--- config.mk ---
export PLATFORM = sky130hd
export DESIGN_NAME = shift_add_mult_seq
export DESIGN_NICKNAME = d
export VERILOG_FILES = /design/src/rtl/shift_add_mult_seq.sv
export SDC_FILE = /design/constraint.sdc
export NUM_CORES = 1
export LEC_CHECK = 0
export CAP_MARGIN = 20
export CORE_MARGIN = 2
export CORE_UTILIZATION = 43
export CTS_CLUSTER_DIAMETER = 40
export DETAILED_ROUTE_END_ITERATION = 16
export PLACE_DENSITY = 0.64
export SYNTH_ARGS = -nofsm -noshare
export SYNTH_HDL_FRONTEND = slang
export SYNTH_SLANG_ARGS = --single-unit
--- constraint.sdc ---
create_clock -name clk -period 3.5 [get_ports clk]
set_clock_uncertainty 0.2 [all_clocks]
set_input_delay 0.35 -clock clk [delete_from_list [all_inputs] [get_ports clk]]
set_output_delay 0.35 -clock clk [all_outputs]
set_load 0.05 [all_outputs]
--- src/rtl/shift_add_mult_seq.sv ---
// ---------------------------------------------------------------------------
// shift_add_mult_seq
//
// Sequential shift-add multiplier with its own control FSM and datapath.
// The operands are captured on an accepted start, magnitudes are multiplied
// by iterated add-and-shift, and the signed result is written once into a
// held product register together with the number of iterations used.
//
// Parameters
//   WIDTH        operand width in bits (>= 2); product is 2*WIDTH bits
//   SIGNED_MODE  0: unsigned operands, 1: two's-complement operands/product
//   EARLY_TERM   1: stop iterating once the remaining multiplier bits are 0
//                0: always WIDTH iterations
//
// Ports
//   clk      system clock, rising edge
//   rst_n    asynchronous active-low reset
//   start    request, sampled only while IDLE
//   a        multiplicand, captured when start is accepted
//   b        multiplier, captured when start is accepted
//   product  registered result, held until the next completion
//   busy     high while in CALC and DONE
//   done     one-cycle pulse while in DONE
//   cycles   CALC iterations used by the last operation, held
// ---------------------------------------------------------------------------
module shift_add_mult_seq #(
  parameter int WIDTH       = 8,
  parameter bit SIGNED_MODE = 1'b0,
  parameter bit EARLY_TERM  = 1'b1
) (
  input  logic                         clk,
  input  logic                         rst_n,
  input  logic                         start,
  input  logic [WIDTH-1:0]             a,
  input  logic [WIDTH-1:0]             b,
  output logic [2*WIDTH-1:0]           product,
  output logic                         busy,
  output logic                         done,
  output logic [$clog2(WIDTH+1)-1:0]   cycles
);

  localparam int CW = $clog2(WIDTH + 1);

  typedef enum logic [1:0] {
    IDLE = 2'b00,
    CALC = 2'b01,
    DONE = 2'b10
  } state_t;

  state_t               state;
  logic [2*WIDTH-1:0]   m_reg;   // shifted multiplicand magnitude
  logic [WIDTH-1:0]     q_reg;   // remaining multiplier magnitude bits
  logic [2*WIDTH-1:0]   acc;     // partial-product accumulator
  logic [CW-1:0]        count;   // iterations completed so far
  logic                 sign;    // result must be negated

  logic [WIDTH-1:0]     abs_a;
  logic [WIDTH-1:0]     abs_b;
  logic [2*WIDTH-1:0]   acc_next;
  logic [2*WIDTH-1:0]   product_next;
  logic                 last_iter;

  // -------------------------------------------------------------------------
  // Combinational helpers
  // -------------------------------------------------------------------------
  // NOTE: every variable written here gets a value on every path (defaults
  // first), so no latch can be inferred.
  always_comb begin
    abs_a        = a;
    abs_b        = b;
    acc_next     = acc;
    product_next = '0;
    last_iter    = 1'b0;

    // Negating the most negative value wraps to 2^(WIDTH-1), which is the
    // correct magnitude when read as unsigned.
    if (SIGNED_MODE && a[WIDTH-1]) abs_a = -a;
    if (SIGNED_MODE && b[WIDTH-1]) abs_b = -b;

    if (q_reg[0]) acc_next = acc + m_reg;

    // Exit is decided on the current Q: when only bit 0 is left, this
    // cycle's add is the last useful one.
    last_iter = (count == CW'(WIDTH - 1)) ||
                (EARLY_TERM && (q_reg[WIDTH-1:1] == '0));

    product_next = sign ? -acc_next : acc_next;
  end

  // -------------------------------------------------------------------------
  // FSM and datapath
  // -------------------------------------------------------------------------
  // NOTE: all state and datapath registers are cleared by rst_n, so an
  // operation interrupted by reset leaves nothing behind.
  always_ff @(posedge clk or negedge rst_n) begin
    if (!rst_n) begin
      state   <= IDLE;
      m_reg   <= '0;
      q_reg   <= '0;
      acc     <= '0;
      count   <= '0;
      sign    <= 1'b0;
      product <= '0;
      cycles  <= '0;
    end else begin
      // NOTE: non-blocking assignments throughout, so every register here
      // sees the pre-edge values of the others.
      case (state)
        IDLE: begin
          if (start) begin
            m_reg <= {{WIDTH{1'b0}}, abs_a};
            q_reg <= abs_b;
            acc   <= '0;
            count <= '0;
            sign  <= SIGNED_MODE ? (a[WIDTH-1] ^ b[WIDTH-1]) : 1'b0;
            state <= CALC;
          end
        end

        CALC: begin
          acc   <= acc_next;
          m_reg <= m_reg << 1;
          q_reg <= q_reg >> 1;
          count <= count + 1'b1;
          if (last_iter) begin
            product <= product_next;
            cycles  <= count + 1'b1;
            state   <= DONE;
          end
        end

        DONE: begin
          // start is not queued here; it must be presented again in IDLE.
          state <= IDLE;
        end

        default: begin
          state <= IDLE;
        end
      endcase
    end
  end

  // Status flags are a pure decode of the state register; the unused
  // encoding decodes as IDLE.
  assign busy = (state == CALC) || (state == DONE);
  assign done = (state == DONE);

endmodule

==> metrics.txt, run 1 <==
# TYPE chip_impl_metric gauge
chip_impl_metric{name="drt-met1-wl",unit="um"} 3740
chip_impl_metric{name="worstSkewPairLatency",unit="ps"} 350
chip_impl_metric{name="report.power.total",unit="mW"} 4.22
chip_impl_metric{name="logic_depth_of_the_worst_register_to_register_path",unit=""} 9
chip_impl_info{name="min_path_type",value="input port to asynchronous set/reset pin"} 1
chip_impl_metric{name="met3_length",unit="um"} 278
chip_impl_info{name="ys_top_cells_by_area",value="sky130_fd_sc_hd__dfrtp_1 47%, sky130_fd_sc_hd__mux2i_1 8.2%, sky130_fd_sc_hd__ha_1 6.7%"} 1
chip_impl_metric{name="ys_async_sr_fraction",unit=""} 1.00
chip_impl_metric{name="timing.final.crit_share",unit=""} 0.766
chip_impl_metric{name="cap_viol_max_count",unit=""} 0
chip_impl_metric{name="powerDensity",unit="mW/mm2"} 985
chip_impl_metric{name="tightest_slew",unit="ps"} 605
chip_impl_metric{name="finalWeightedCongestion",unit=""} 0.861
chip_impl_metric{name="power_frac_clock",unit=""} 0.157
chip_impl_metric{name="cts-root-to-sink-buffers",unit=""} 2
chip_impl_info{name="most_frequent_cell_after_synthesis",value="sky130_fd_sc_hd__dfrtp_1"} 1
chip_impl_metric{name="setup.reg_to_reg.worst_slack",unit="ps"} 820
chip_impl_metric{name="grt_start_max_net_pins",unit=""} 43
chip_impl_metric{name="cts_setup_buffers",unit=""} 0
chip_impl_metric{name="grt_first_pass_wirelength",unit="um"} 13600
chip_impl_info{name="worstSetupStartpoint",value="m_reg[0]"} 1
chip_impl_info{name="setup.worst_path.end_class",value="flop"} 1
chip_impl_metric{name="cts_buffers",unit=""} 9
chip_impl_metric{name="power.leakage",unit="nW"} 1.97
chip_impl_metric{name="period_minus_slack",unit="ps"} 2680
chip_impl_metric{name="hpwl",unit="um"} 5560
chip_impl_metric{name="diodes",unit=""} 0
chip_impl_info{name="critical_path.reg2reg.endpoint",value="product[14]"} 1
chip_impl_metric{name="number_of_flops_mapped_to_enable_cells_by_yosys",unit=""} 0
chip_impl_metric{name="synthToLayoutAreaGrowth",unit="%"} 21.5
chip_impl_metric{name="pwr-share-comb",unit=""} 0.535
chip_impl_metric{name="power.ir.vdd_worst",unit="V"} 0.000378
chip_impl_info{name="clock_tree.root_cell",value="sky130_fd_sc_hd__clkbuf_8"} 1
chip_impl_metric{name="drt_pass1_iterations",unit=""} 4
chip_impl_info{name="clock_tree_from_tritoncts",value="yes"} 1
chip_impl_metric{name="seq_power_share",unit=""} 0.308
chip_impl_metric{name="yosys.cell_types.count",unit=""} 45
chip_impl_metric{name="final_hold_viol_count",unit=""} 0
chip_impl_metric{name="fp.dieArea",unit="mm2"} 0.00895
chip_impl_metric{name="detail_route.wirelength",unit="um"} 7970
chip_impl_metric{name="switching_share",unit=""} 0.455
chip_impl_metric{name="synthesis.area",unit="mm2"} 0.00353
chip_impl_metric{name="vias_in_the_first_global_route",unit=""} 2756
chip_impl_info{name="synth_largest_area_cell",value="sky130_fd_sc_hd__dfrtp_1"} 1
chip_impl_metric{name="netlist.area_leader.share",unit=""} 0.468
chip_impl_metric{name="detailedRoute.firstIterationViolations",unit=""} 98
chip_impl_metric{name="ys_warn_count",unit=""} 0
chip_impl_metric{name="mappedNetlistNets",unit=""} 386
chip_impl_metric{name="global_route.overflow_total",unit=""} 0
chip_impl_info{name="synth.top_cells.by_count",value="66 x sky130_fd_sc_hd__dfrtp_1, 49 x sky130_fd_sc_hd__nand2_1, 42 x sky130_fd_sc_hd__o21ai_0"} 1
chip_impl_metric{name="chipWidth",unit="um"} 94.6
chip_impl_metric{name="cell_internal_pwr",unit="mW"} 2.30
chip_impl_info{name="top_layer_used",value="met4"} 1
chip_impl_info{name="rsz0062_at_grt",value="false"} 1
chip_impl_metric{name="maxClockFrequency",unit="MHz"} 373
chip_impl_metric{name="cts_max_level",unit=""} 3
chip_impl_metric{name="port-buffer-count",unit=""} 40
chip_impl_metric{name="synthCells",unit=""} 347
chip_impl_info{name="startpoint_type",value="flop"} 1
chip_impl_metric{name="start_util",unit=""} 0.436
chip_impl_metric{name="drt_drc_violations_left",unit=""} 0
chip_impl_metric{name="cts.clk_slew.worst_paths",unit="ps"} 80
chip_impl_metric{name="io_pins",unit=""} 41
chip_impl_info{name="synth_ff_type",value="sky130_fd_sc_hd__dfrtp_1"} 1
chip_impl_metric{name="detail-route-antenna-nets",unit=""} 0
chip_impl_metric{name="final_sum_of_negative_setup_slack",unit="ps"} 0
chip_impl_metric{name="worst_ep_arrival_time",unit="ps"} 2710
chip_impl_metric{name="num_vias",unit=""} 2678
chip_impl_metric{name="drive_above_1_share",unit=""} 0.0909
chip_impl_metric{name="final_net_count",unit=""} 431
chip_impl_metric{name="grt_antenna_before_repair",unit=""} 0
chip_impl_metric{name="timing_max_transition_violations_final",unit=""} 0
chip_impl_metric{name="routed-wl-met2",unit="um"} 3830
chip_impl_metric{name="chipHeight",unit="um"} 94.6
chip_impl_metric{name="synth-seq-cells",unit=""} 66
chip_impl_metric{name="placeableCoreArea",unit="mm2"} 0.00809
chip_impl_metric{name="worstPathRequired",unit="ps"} 3530
chip_impl_metric{name="clock_sinks",unit=""} 66
chip_impl_metric{name="wl_per_cell",unit="um"} 15.9
chip_impl_metric{name="detail_route.vias_per_cell",unit=""} 5.35
chip_impl_metric{name="switchingPower",unit="mW"} 1.92
chip_impl_metric{name="placementRows",unit=""} 33
chip_impl_metric{name="grt.total_usage",unit=""} 0.199
chip_impl_metric{name="timing.critical_path.fanout_max",unit=""} 4
chip_impl_metric{name="synth.avg_cell_area",unit="um2"} 10.2
chip_impl_metric{name="synth_seq_area_share",unit=""} 0.468
chip_impl_info{name="r2r_start",value="m_reg[0]"} 1
chip_impl_info{name="run_status",value="finished, final reports clean"} 1
chip_impl_metric{name="relSlewSlack",unit=""} 0.596
chip_impl_info{name="timing_worst_setup_path_type",value="flop to flop"} 1
chip_impl_metric{name="report.final.setup_viol",unit=""} 0
critical path, stage by stage, from the launching register on:
cell and delay, ps:
sky130_fd_sc_hd__dfrtp_1 410, sky130_fd_sc_hd__ha_1 270, sky130_fd_sc_hd__fa_1 460, sky130_fd_sc_hd__a211oi_2 270, sky130_fd_sc_hd__o211ai_2 140, sky130_fd_sc_hd__a41oi_1 320, sky130_fd_sc_hd__o31ai_1 120, sky130_fd_sc_hd__xor2_1 160
sky130_fd_sc_hd__mux2i_1 150, sky130_fd_sc_hd__a21oi_1 80
metrics by stage:
stage	utilization	instances	hold WS, ps	setup slack, ps	cell area [um2]
2_1_floorplan	-	347	-146	1030	3530
3_3_place_gp	0.504	485	108	857	4080
3_5_place_dp	0.504	485	99.4	808	4080
4_1_cts	0.530	501	258	787	4290
5_1_grt	0.530	501	275	644	4290
6_report	0.530	501	260	820	4290
kinds of logic (layout without fill, tap and decap cells):
| logic type | count (synthesis) | in the layout | share of synthesized area |
|---|---|---|---|
| AO/OA/AOI/OAI | 114 | 114 | 0.214 |
| XOR/XNOR | 15 | 15 | 0.0372 |
| adder cells (fa/ha/maj) | 20 | 20 | 0.0730 |
| buffers and inverters | 20 | 69 | 0.0227 |
| flip-flops | 66 | 66 | 0.468 |
| multiplexers | 29 | 29 | 0.0822 |
| AND/OR/NAND/NOR | 83 | 83 | 0.103 |
cell usage in the layout, fill, tap and decap left out, types with 2 or more instances in the layout:
cell type / count
sky130_fd_sc_hd__nand3_1: 4
sky130_fd_sc_hd__xor2_1: 3
sky130_fd_sc_hd__nand2_1: 49
sky130_fd_sc_hd__mux2i_1: 28
sky130_fd_sc_hd__nand2b_1: 3
sky130_fd_sc_hd__inv_1: 3
sky130_fd_sc_hd__o31ai_1: 2
sky130_fd_sc_hd__ha_1: 19
sky130_fd_sc_hd__a31oi_1: 2
sky130_fd_sc_hd__o21a_1: 5
sky130_fd_sc_hd__xnor2_1: 12
sky130_fd_sc_hd__dfrtp_1: 66
sky130_fd_sc_hd__buf_4: 10
sky130_fd_sc_hd__a22o_1: 23
sky130_fd_sc_hd__o21bai_1: 3
sky130_fd_sc_hd__nor2b_1: 4
sky130_fd_sc_hd__nor2_1: 14
sky130_fd_sc_hd__a21o_1: 4
sky130_fd_sc_hd__clkbuf_8: 11
sky130_fd_sc_hd__nand3b_1: 2
sky130_fd_sc_hd__a21oi_1: 19
sky130_fd_sc_hd__clkdlybuf4s50_1: 39
sky130_fd_sc_hd__o21ai_0: 42
per-layer routing:
| metal | global-route usage | vias to the layer above |
|---|---|---|
| met4 | 0.0652 | 0 |
| met5 | 0 | - |
| met1 | 0.268 | 1285 |
| li1 | - | 1338 |
| met3 | 0.0399 | 11 |
| met2 | 0.324 | 44 |
power by group through the flow:
stage | clock (mW) | combinational (mW) | sequential (mW)
floorplan | 0 | 1.41 | 1.51
global placement | 0 | 2.22 | 1.30
detailed placement | 0 | 2.26 | 1.31
CTS | 0.680 | 2.27 | 1.30
global route | 0.710 | 2.51 | 1.34
finish | 0.661 | 2.26 | 1.30
worst max-delay path by stage:
stage / endpoint / slack [ps] / cells after the start
2_1_floorplan: acc[14] / 1030 / 8
3_3_place_gp: acc[1] / 860 / 6
3_5_place_dp: acc[14] / 810 / 8
4_1_cts: product[14] / 790 / 9
5_1_grt: product[14] / 640 / 9
6_report: product[14] / 820 / 9
timing repair:
| item | 4_1_cts | 5_1_grt |
|---|---|---|
| endpoints found under the hold margin | 16 | 0 |
| hold buffers | 1 | 0 |
| resized for setup | 0 | 0 |
area by class of cell:
| class | count | area, um2 |
|---|---|---|
| Tap cell | 105 | 131 |
| Sequential cell | 66 | 1650 |
| Inverter | 3 | 11.3 |
| Clock buffer | 11 | 151 |
| Multi-Input combinational cell | 261 | 1810 |
| Timing Repair Buffer | 51 | 480 |
| Clock inverter | 4 | 51.3 |
| Fill cell | 762 | 3800 |
Note: power is estimated with default switching activity, not from simulation.
==> inputs of run 2 (changes only) <==
==> constraint.sdc (replaced) <==
create_clock -name clk -period 2.6 [get_ports clk]
set_clock_uncertainty 0.2 [all_clocks]
set_input_delay 0.26 -clock clk [delete_from_list [all_inputs] [get_ports clk]]
set_output_delay 0.26 -clock clk [all_outputs]
set_load 0.05 [all_outputs]
==> run 2 against run 1 <==
Net effect: via count is 3.1% higher; die area stayed put; register-to-register slack worse by 770 ps; critical endpoint is now acc[15]; combinational power is 38% higher.
==> metrics.txt, run 2 (synthesized netlist as in run 1, its figures left out) <==
# TYPE chip_impl_metric gauge
chip_impl_info{name="clock_tree_from_tritoncts",value="yes"} 1
chip_impl_metric{name="report.final.setup_viol",unit=""} 0
chip_impl_metric{name="num_vias",unit=""} 2761
chip_impl_metric{name="placementRows",unit=""} 33
chip_impl_metric{name="relSlewSlack",unit=""} 0.578
chip_impl_metric{name="power_frac_clock",unit=""} 0.134
chip_impl_metric{name="fin_area",unit="mm2"} 0.00433
chip_impl_info{name="setup.worst_path.end_class",value="flop"} 1
chip_impl_metric{name="timing.critical_path.fanout_max",unit=""} 4
chip_impl_info{name="timing_worst_setup_path_type",value="flop to flop"} 1
chip_impl_metric{name="cts_buffers",unit=""} 9
chip_impl_metric{name="power.leakage",unit="nW"} 1.99
chip_impl_metric{name="global_route.overflow_total",unit=""} 0
chip_impl_metric{name="grt_start_max_net_pins",unit=""} 27
chip_impl_metric{name="timing_max_transition_violations_final",unit=""} 0
chip_impl_metric{name="cell_internal_pwr",unit="mW"} 3.04
chip_impl_metric{name="timing.final.crit_share",unit=""} 0.980
chip_impl_metric{name="port-buffer-count",unit=""} 40
chip_impl_info{name="clock_tree.root_cell",value="sky130_fd_sc_hd__clkbuf_8"} 1
chip_impl_metric{name="detail_route.wirelength",unit="um"} 7770
chip_impl_metric{name="grt_antenna_before_repair",unit=""} 0
chip_impl_metric{name="io_pins",unit=""} 41
chip_impl_info{name="layout_commonest_cell",value="sky130_fd_sc_hd__dfrtp_1"} 1
chip_impl_metric{name="drive_above_1_share",unit=""} 0.116
chip_impl_metric{name="detail-route-antenna-nets",unit=""} 0
chip_impl_metric{name="placement.setup.worst_slack",unit="ps"} 31.7
chip_impl_metric{name="detail_route.vias_per_cell",unit=""} 5.40
chip_impl_metric{name="register_area",unit="mm2"} 0.00165
chip_impl_info{name="run_status",value="finished, final reports clean"} 1
chip_impl_metric{name="post_dp_cell_area",unit="mm2"} 0.00413
chip_impl_metric{name="final_hold_viol_count",unit=""} 0
chip_impl_metric{name="drt_pass1_iterations",unit=""} 4
chip_impl_metric{name="hpwl",unit="um"} 5600
chip_impl_metric{name="multi_input_area",unit="mm2"} 0.00183
chip_impl_metric{name="vias_in_the_first_global_route",unit=""} 2760
chip_impl_info{name="startpoint_type",value="flop"} 1
chip_impl_metric{name="powerDensity",unit="mW/mm2"} 1300
chip_impl_metric{name="pwr-share-comb",unit=""} 0.552
chip_impl_metric{name="synthToLayoutAreaGrowth",unit="%"} 22.8
chip_impl_metric{name="power.ir.vdd_worst",unit="V"} 0.000518
chip_impl_metric{name="report.power.total",unit="mW"} 5.62
chip_impl_metric{name="seq_power_share",unit=""} 0.313
chip_impl_metric{name="diodes",unit=""} 0
chip_impl_metric{name="finalWeightedCongestion",unit=""} 0.853
chip_impl_metric{name="grt.total_usage",unit=""} 0.196
chip_impl_metric{name="final_sum_of_negative_setup_slack",unit="ps"} 0
chip_impl_metric{name="final_net_count",unit=""} 440
chip_impl_metric{name="tightest_slew",unit="ps"} 633
chip_impl_metric{name="switchingPower",unit="mW"} 2.58
chip_impl_metric{name="cap_viol_max_count",unit=""} 0
chip_impl_info{name="highest_count_cells_in_the_layout_ignoring_fill_and_taps",value="66 x sky130_fd_sc_hd__dfrtp_1, 49 x sky130_fd_sc_hd__nand2_1, 42 x sky130_fd_sc_hd__o21ai_0, 39 x sky130_fd_sc_hd__clkdlybuf4s50_1, 27 x sky130_fd_sc_hd__mux2i_1"} 1
chip_impl_metric{name="worstSkewPairLatency",unit="ps"} 340
chip_impl_metric{name="start_util",unit=""} 0.436
chip_impl_metric{name="switching_share",unit=""} 0.459
chip_impl_metric{name="drt_drc_violations_left",unit=""} 0
chip_impl_metric{name="wl_per_cell",unit="um"} 15.2
chip_impl_metric{name="chipHeight",unit="um"} 94.6
chip_impl_info{name="min_path_type",value="input port to asynchronous set/reset pin"} 1
chip_impl_metric{name="final-instance-count-excl-fill",unit=""} 511
chip_impl_metric{name="cts.clk_slew.worst_paths",unit="ps"} 70
chip_impl_metric{name="worst_ep_arrival_time",unit="ps"} 2580
chip_impl_metric{name="filler_cell_count",unit=""} 746
chip_impl_metric{name="fp.dieArea",unit="mm2"} 0.00895
chip_impl_metric{name="worstPathRequired",unit="ps"} 2630
chip_impl_metric{name="grt_first_pass_wirelength",unit="um"} 13500
chip_impl_metric{name="clock_sinks",unit=""} 66
chip_impl_metric{name="setup_ws",unit="ps"} 52.6
chip_impl_metric{name="placed_cells",unit=""} 492
chip_impl_metric{name="cts-root-to-sink-buffers",unit=""} 2
chip_impl_metric{name="period_minus_slack",unit="ps"} 2550
chip_impl_metric{name="detailedRoute.firstIterationViolations",unit=""} 113
chip_impl_metric{name="cts_max_level",unit=""} 3
chip_impl_metric{name="chipWidth",unit="um"} 94.6
chip_impl_metric{name="maxClockFrequency",unit="MHz"} 393
chip_impl_metric{name="placeableCoreArea",unit="mm2"} 0.00809
run 2: metrics by stage:
stage,util,hold WS (ps)
CTS,0.532,232
finish,0.535,215
global route,0.535,258
detailed placement,0.510,60.2
floorplan,-,-236
global placement,0.510,58.2
run 2: metal layers:
metal,global-route usage,part of all wire
met1,0.264,0.49
met5,0,0
met2,0.314,0.46
met4,0.0785,0.016
met3,0.0343,0.030
run 2: timing repair:
item                                   in CTS  in global routing
hold buffers                                1                  0
buffers inserted                            0                  2
setup endpoints to repair                   0                  6
gates resized for setup                     0                  4
endpoints found under the hold margin      20                  0
run 2: final cells by class:
cell class | instances | share of cell area
inverters | 3 | 0.00260
clock inverters | 3 | 0.00347
flip-flops and latches | 66 | 0.381
multi-input cells | 261 | 0.422
clock buffers | 13 | 0.0344
well taps | 105 | 0.0303
repair buffers | 60 | 0.126
run 2: worst max-delay path, cell delays in order (launching register included):
cell                       delay, ps
sky130_fd_sc_hd__dfrtp_1         440
sky130_fd_sc_hd__ha_1            330
sky130_fd_sc_hd__a211oi_1        240
sky130_fd_sc_hd__o21a_2          210
sky130_fd_sc_hd__a21oi_2          90
sky130_fd_sc_hd__o32ai_2         310
sky130_fd_sc_hd__mux2i_2         320
sky130_fd_sc_hd__o21bai_1         90
sky130_fd_sc_hd__a22o_2          210
run 2: power by group through the flow:
stage	Clock (mW)	Sequential (mW)	Combinational (mW)
after CTS	0.774	1.76	3.09
after global routing	0.823	1.81	3.45
after detailed placement	0	1.78	3.08
after global placement	0	1.76	3.04
final	0.755	1.76	3.11
after floorplan	0	2.03	1.90
run 2: worst paths after layout:
path,start,end,slack [ps],depth (start not counted)
worst max-delay path,m_reg[1],acc[15],50,8
worst min-delay path,rst_n,product[11],210,2
worst max register to register,m_reg[1],acc[15],50,8
worst min register to register,cycles[1],cycles[1],280,2
max in group asynchronous,rst_n,m_reg[4],1270,3
min in group clk,cycles[1],cycles[1],280,2
==> inputs of run 3 (changes only) <==
--- a/config.mk
+++ b/config.mk
@@ -6,6 +6,7 @@
 export NUM_CORES = 1
 export LEC_CHECK = 0
 export CAP_MARGIN = 20
+export CORE_ASPECT_RATIO = 0.75
 export CORE_MARGIN = 2
 export CORE_UTILIZATION = 43
 export CTS_CLUSTER_DIAMETER = 40
==> run 3 against run 2 <==
Net effect: sequential cell count stayed put; utilization is 1.4 points higher; register-to-register slack improved by 97 ps; die area is essentially flat; setup slack better by 97 ps; non-clock buffer count increased by 1; clock power is 1% higher; final area rose by 0.46%.
==> metrics.txt, run 3 (synthesized netlist as in run 1, its figures left out) <==
# TYPE chip_impl_metric gauge
chip_impl_metric{name="chipWidth",unit="um"} 109
chip_impl_info{name="min_path_type",value="input port to asynchronous set/reset pin"} 1
chip_impl_metric{name="final_sum_of_negative_setup_slack",unit="ps"} 0
chip_impl_info{name="run_status",value="finished, final reports clean"} 1
chip_impl_metric{name="worstSkewPairLatency",unit="ps"} 340
chip_impl_info{name="clock_tree.root_cell",value="sky130_fd_sc_hd__clkbuf_8"} 1
chip_impl_metric{name="timing_max_transition_violations_final",unit=""} 0
chip_impl_metric{name="grt.total_usage",unit=""} 0.200
chip_impl_info{name="layout_commonest_cell",value="sky130_fd_sc_hd__dfrtp_1"} 1
chip_impl_metric{name="cap_viol_max_count",unit=""} 0
chip_impl_metric{name="period_minus_slack",unit="ps"} 2450
chip_impl_metric{name="detail_route.vias_per_cell",unit=""} 5.25
chip_impl_info{name="startpoint_type",value="flop"} 1
chip_impl_metric{name="start_util",unit=""} 0.446
chip_impl_metric{name="clock_sinks",unit=""} 66
chip_impl_metric{name="timing.critical_path.fanout_max",unit=""} 8
chip_impl_metric{name="placementRows",unit=""} 28
chip_impl_metric{name="placement.setup.worst_slack",unit="ps"} 62.2
chip_impl_metric{name="power.ir.vdd_worst",unit="V"} 0.000565
chip_impl_metric{name="io_pins",unit=""} 41
chip_impl_metric{name="register_area",unit="mm2"} 0.00165
chip_impl_metric{name="multi_input_area",unit="mm2"} 0.00184
chip_impl_metric{name="wl_per_cell",unit="um"} 15.4
chip_impl_metric{name="cpPeakStageDelay",unit="ps"} 420
chip_impl_metric{name="global_route.overflow_total",unit=""} 0
chip_impl_metric{name="hpwl",unit="um"} 5730
chip_impl_metric{name="relSlewSlack",unit=""} 0.654
chip_impl_info{name="setup.worst_path.end_class",value="flop"} 1
chip_impl_metric{name="drt_pass1_iterations",unit=""} 4
chip_impl_info{name="timing.critical_path.slowest_stage_cell",value="sky130_fd_sc_hd__ha_1"} 1
chip_impl_metric{name="worst_ep_arrival_time",unit="ps"} 2480
chip_impl_metric{name="cts-root-to-sink-buffers",unit=""} 2
chip_impl_metric{name="cts.clk_slew.worst_paths",unit="ps"} 70
chip_impl_info{name="crit_chain",value="ha_1, and4_1, o21ai_1, a21oi_2, o32ai_2, mux2i_2, o21bai_1, a22o_2"} 1
chip_impl_metric{name="detail-route-antenna-nets",unit=""} 0
chip_impl_metric{name="final_net_count",unit=""} 441
chip_impl_metric{name="synthToLayoutAreaGrowth",unit="%"} 23.3
chip_impl_metric{name="filler_cell_count",unit=""} 721
chip_impl_metric{name="finalWeightedCongestion",unit=""} 0.839
chip_impl_metric{name="fp.dieArea",unit="mm2"} 0.00896
chip_impl_metric{name="timing.final.crit_share",unit=""} 0.943
chip_impl_metric{name="grt_antenna_before_repair",unit=""} 0
chip_impl_metric{name="vias_in_the_first_global_route",unit=""} 2729
chip_impl_metric{name="num_vias",unit=""} 2670
chip_impl_metric{name="setup_ws",unit="ps"} 149
chip_impl_metric{name="placeableCoreArea",unit="mm2"} 0.00792
chip_impl_metric{name="grt_first_pass_wirelength",unit="um"} 13600
chip_impl_metric{name="detail_route.wirelength",unit="um"} 7830
chip_impl_metric{name="report.final.setup_viol",unit=""} 0
chip_impl_metric{name="hold_ws",unit="ps"} 219
chip_impl_info{name="highest_count_cells_in_the_layout_ignoring_fill_and_taps",value="66 x sky130_fd_sc_hd__dfrtp_1, 49 x sky130_fd_sc_hd__nand2_1, 41 x sky130_fd_sc_hd__o21ai_0, 39 x sky130_fd_sc_hd__clkdlybuf4s50_1, 27 x sky130_fd_sc_hd__mux2i_1"} 1
chip_impl_metric{name="chipHeight",unit="um"} 82.5
chip_impl_info{name="clock_tree_from_tritoncts",value="yes"} 1
chip_impl_info{name="timing_worst_setup_path_type",value="flop to flop"} 1
chip_impl_metric{name="cts_max_level",unit=""} 3
chip_impl_metric{name="detailedRoute.firstIterationViolations",unit=""} 119
chip_impl_metric{name="drt_drc_violations_left",unit=""} 0
chip_impl_metric{name="report.power.total",unit="mW"} 5.66
chip_impl_metric{name="final_hold_viol_count",unit=""} 0
chip_impl_metric{name="diodes",unit=""} 0
chip_impl_metric{name="tightest_slew",unit="ps"} 517
chip_impl_metric{name="port-buffer-count",unit=""} 40
chip_impl_metric{name="drive_above_1_share",unit=""} 0.124
chip_impl_metric{name="maxClockFrequency",unit="MHz"} 408
chip_impl_metric{name="worstPathRequired",unit="ps"} 2630
chip_impl_metric{name="power.leakage",unit="nW"} 1.99
chip_impl_metric{name="powerDensity",unit="mW/mm2"} 1300
chip_impl_metric{name="cts_buffers",unit=""} 9
chip_impl_metric{name="grt_start_max_net_pins",unit=""} 30
==> run 3: what timing repair did <==
| item | in CTS | in global routing |
|---|---|---|
| hold endpoints to repair | 21 | 0 |
| hold buffers | 1 | 0 |
| setup buffers | 0 | 2 |
| setup endpoints to repair | 0 | 5 |
| resized for setup | 0 | 7 |
==> run 3: worst paths after layout <==
check	cells after the start	startpoint	to	slack (ps)
hold / removal	2	rst_n	q_reg[7]	220
setup reg to reg	8	m_reg[9]	acc[15]	150
max in group asynchronous	3	rst_n	count[1]	1280
setup / recovery	8	m_reg[9]	acc[15]	150
hold reg to reg	2	cycles[1]	cycles[1]	270
min in group clk	2	cycles[1]	cycles[1]	270
==> run 3: per-layer routing <==
layer | global-route usage | vias to the layer above | wire, um
met5 | 0 | - | 0
met4 | 0.0679 | 0 | 98
met2 | 0.303 | 45 | 3370
li1 | - | 1355 | -
met3 | 0.0479 | 10 | 283
met1 | 0.283 | 1260 | 4080
==> run 3: critical path: cells and delay by family (launching register included) <==
| kind | cells | cell delay (ps) |
|---|---|---|
| compound gates | 5 | 750 |
| fa+ha+maj | 1 | 420 |
| flops | 1 | 410 |
| mux | 1 | 320 |
| simple gates | 1 | 240 |
==> run 3: cell type report <==
cell class,instances,area share
inverter,3,0.00259
sequential,66,0.379
timing repair buffer,61,0.128
multi-input combinational,261,0.422
clock buffer,11,0.0348
clock inverter,2,0.00345
tap,105,0.0302
==> run 3: where the power goes <==
group / switching (mW) / internal, mW / leakage [nW]
clock network: 0.381 / 0.382 / 0.0794
registers: 0.329 / 1.42 / 0.874
logic: 1.88 / 1.27 / 1.03
==> run 3: stage by stage <==
| stage | util | instances | cell area, um2 |
|---|---|---|---|
| 2_1_floorplan | - | 347 | 3530 |
| 5_1_grt | 0.550 | 509 | 4350 |
| 4_1_cts | 0.545 | 507 | 4310 |
| 3_5_place_dp | 0.522 | 493 | 4140 |
| 6_report | 0.550 | 509 | 4350 |
| 3_3_place_gp | 0.522 | 493 | 4140 |
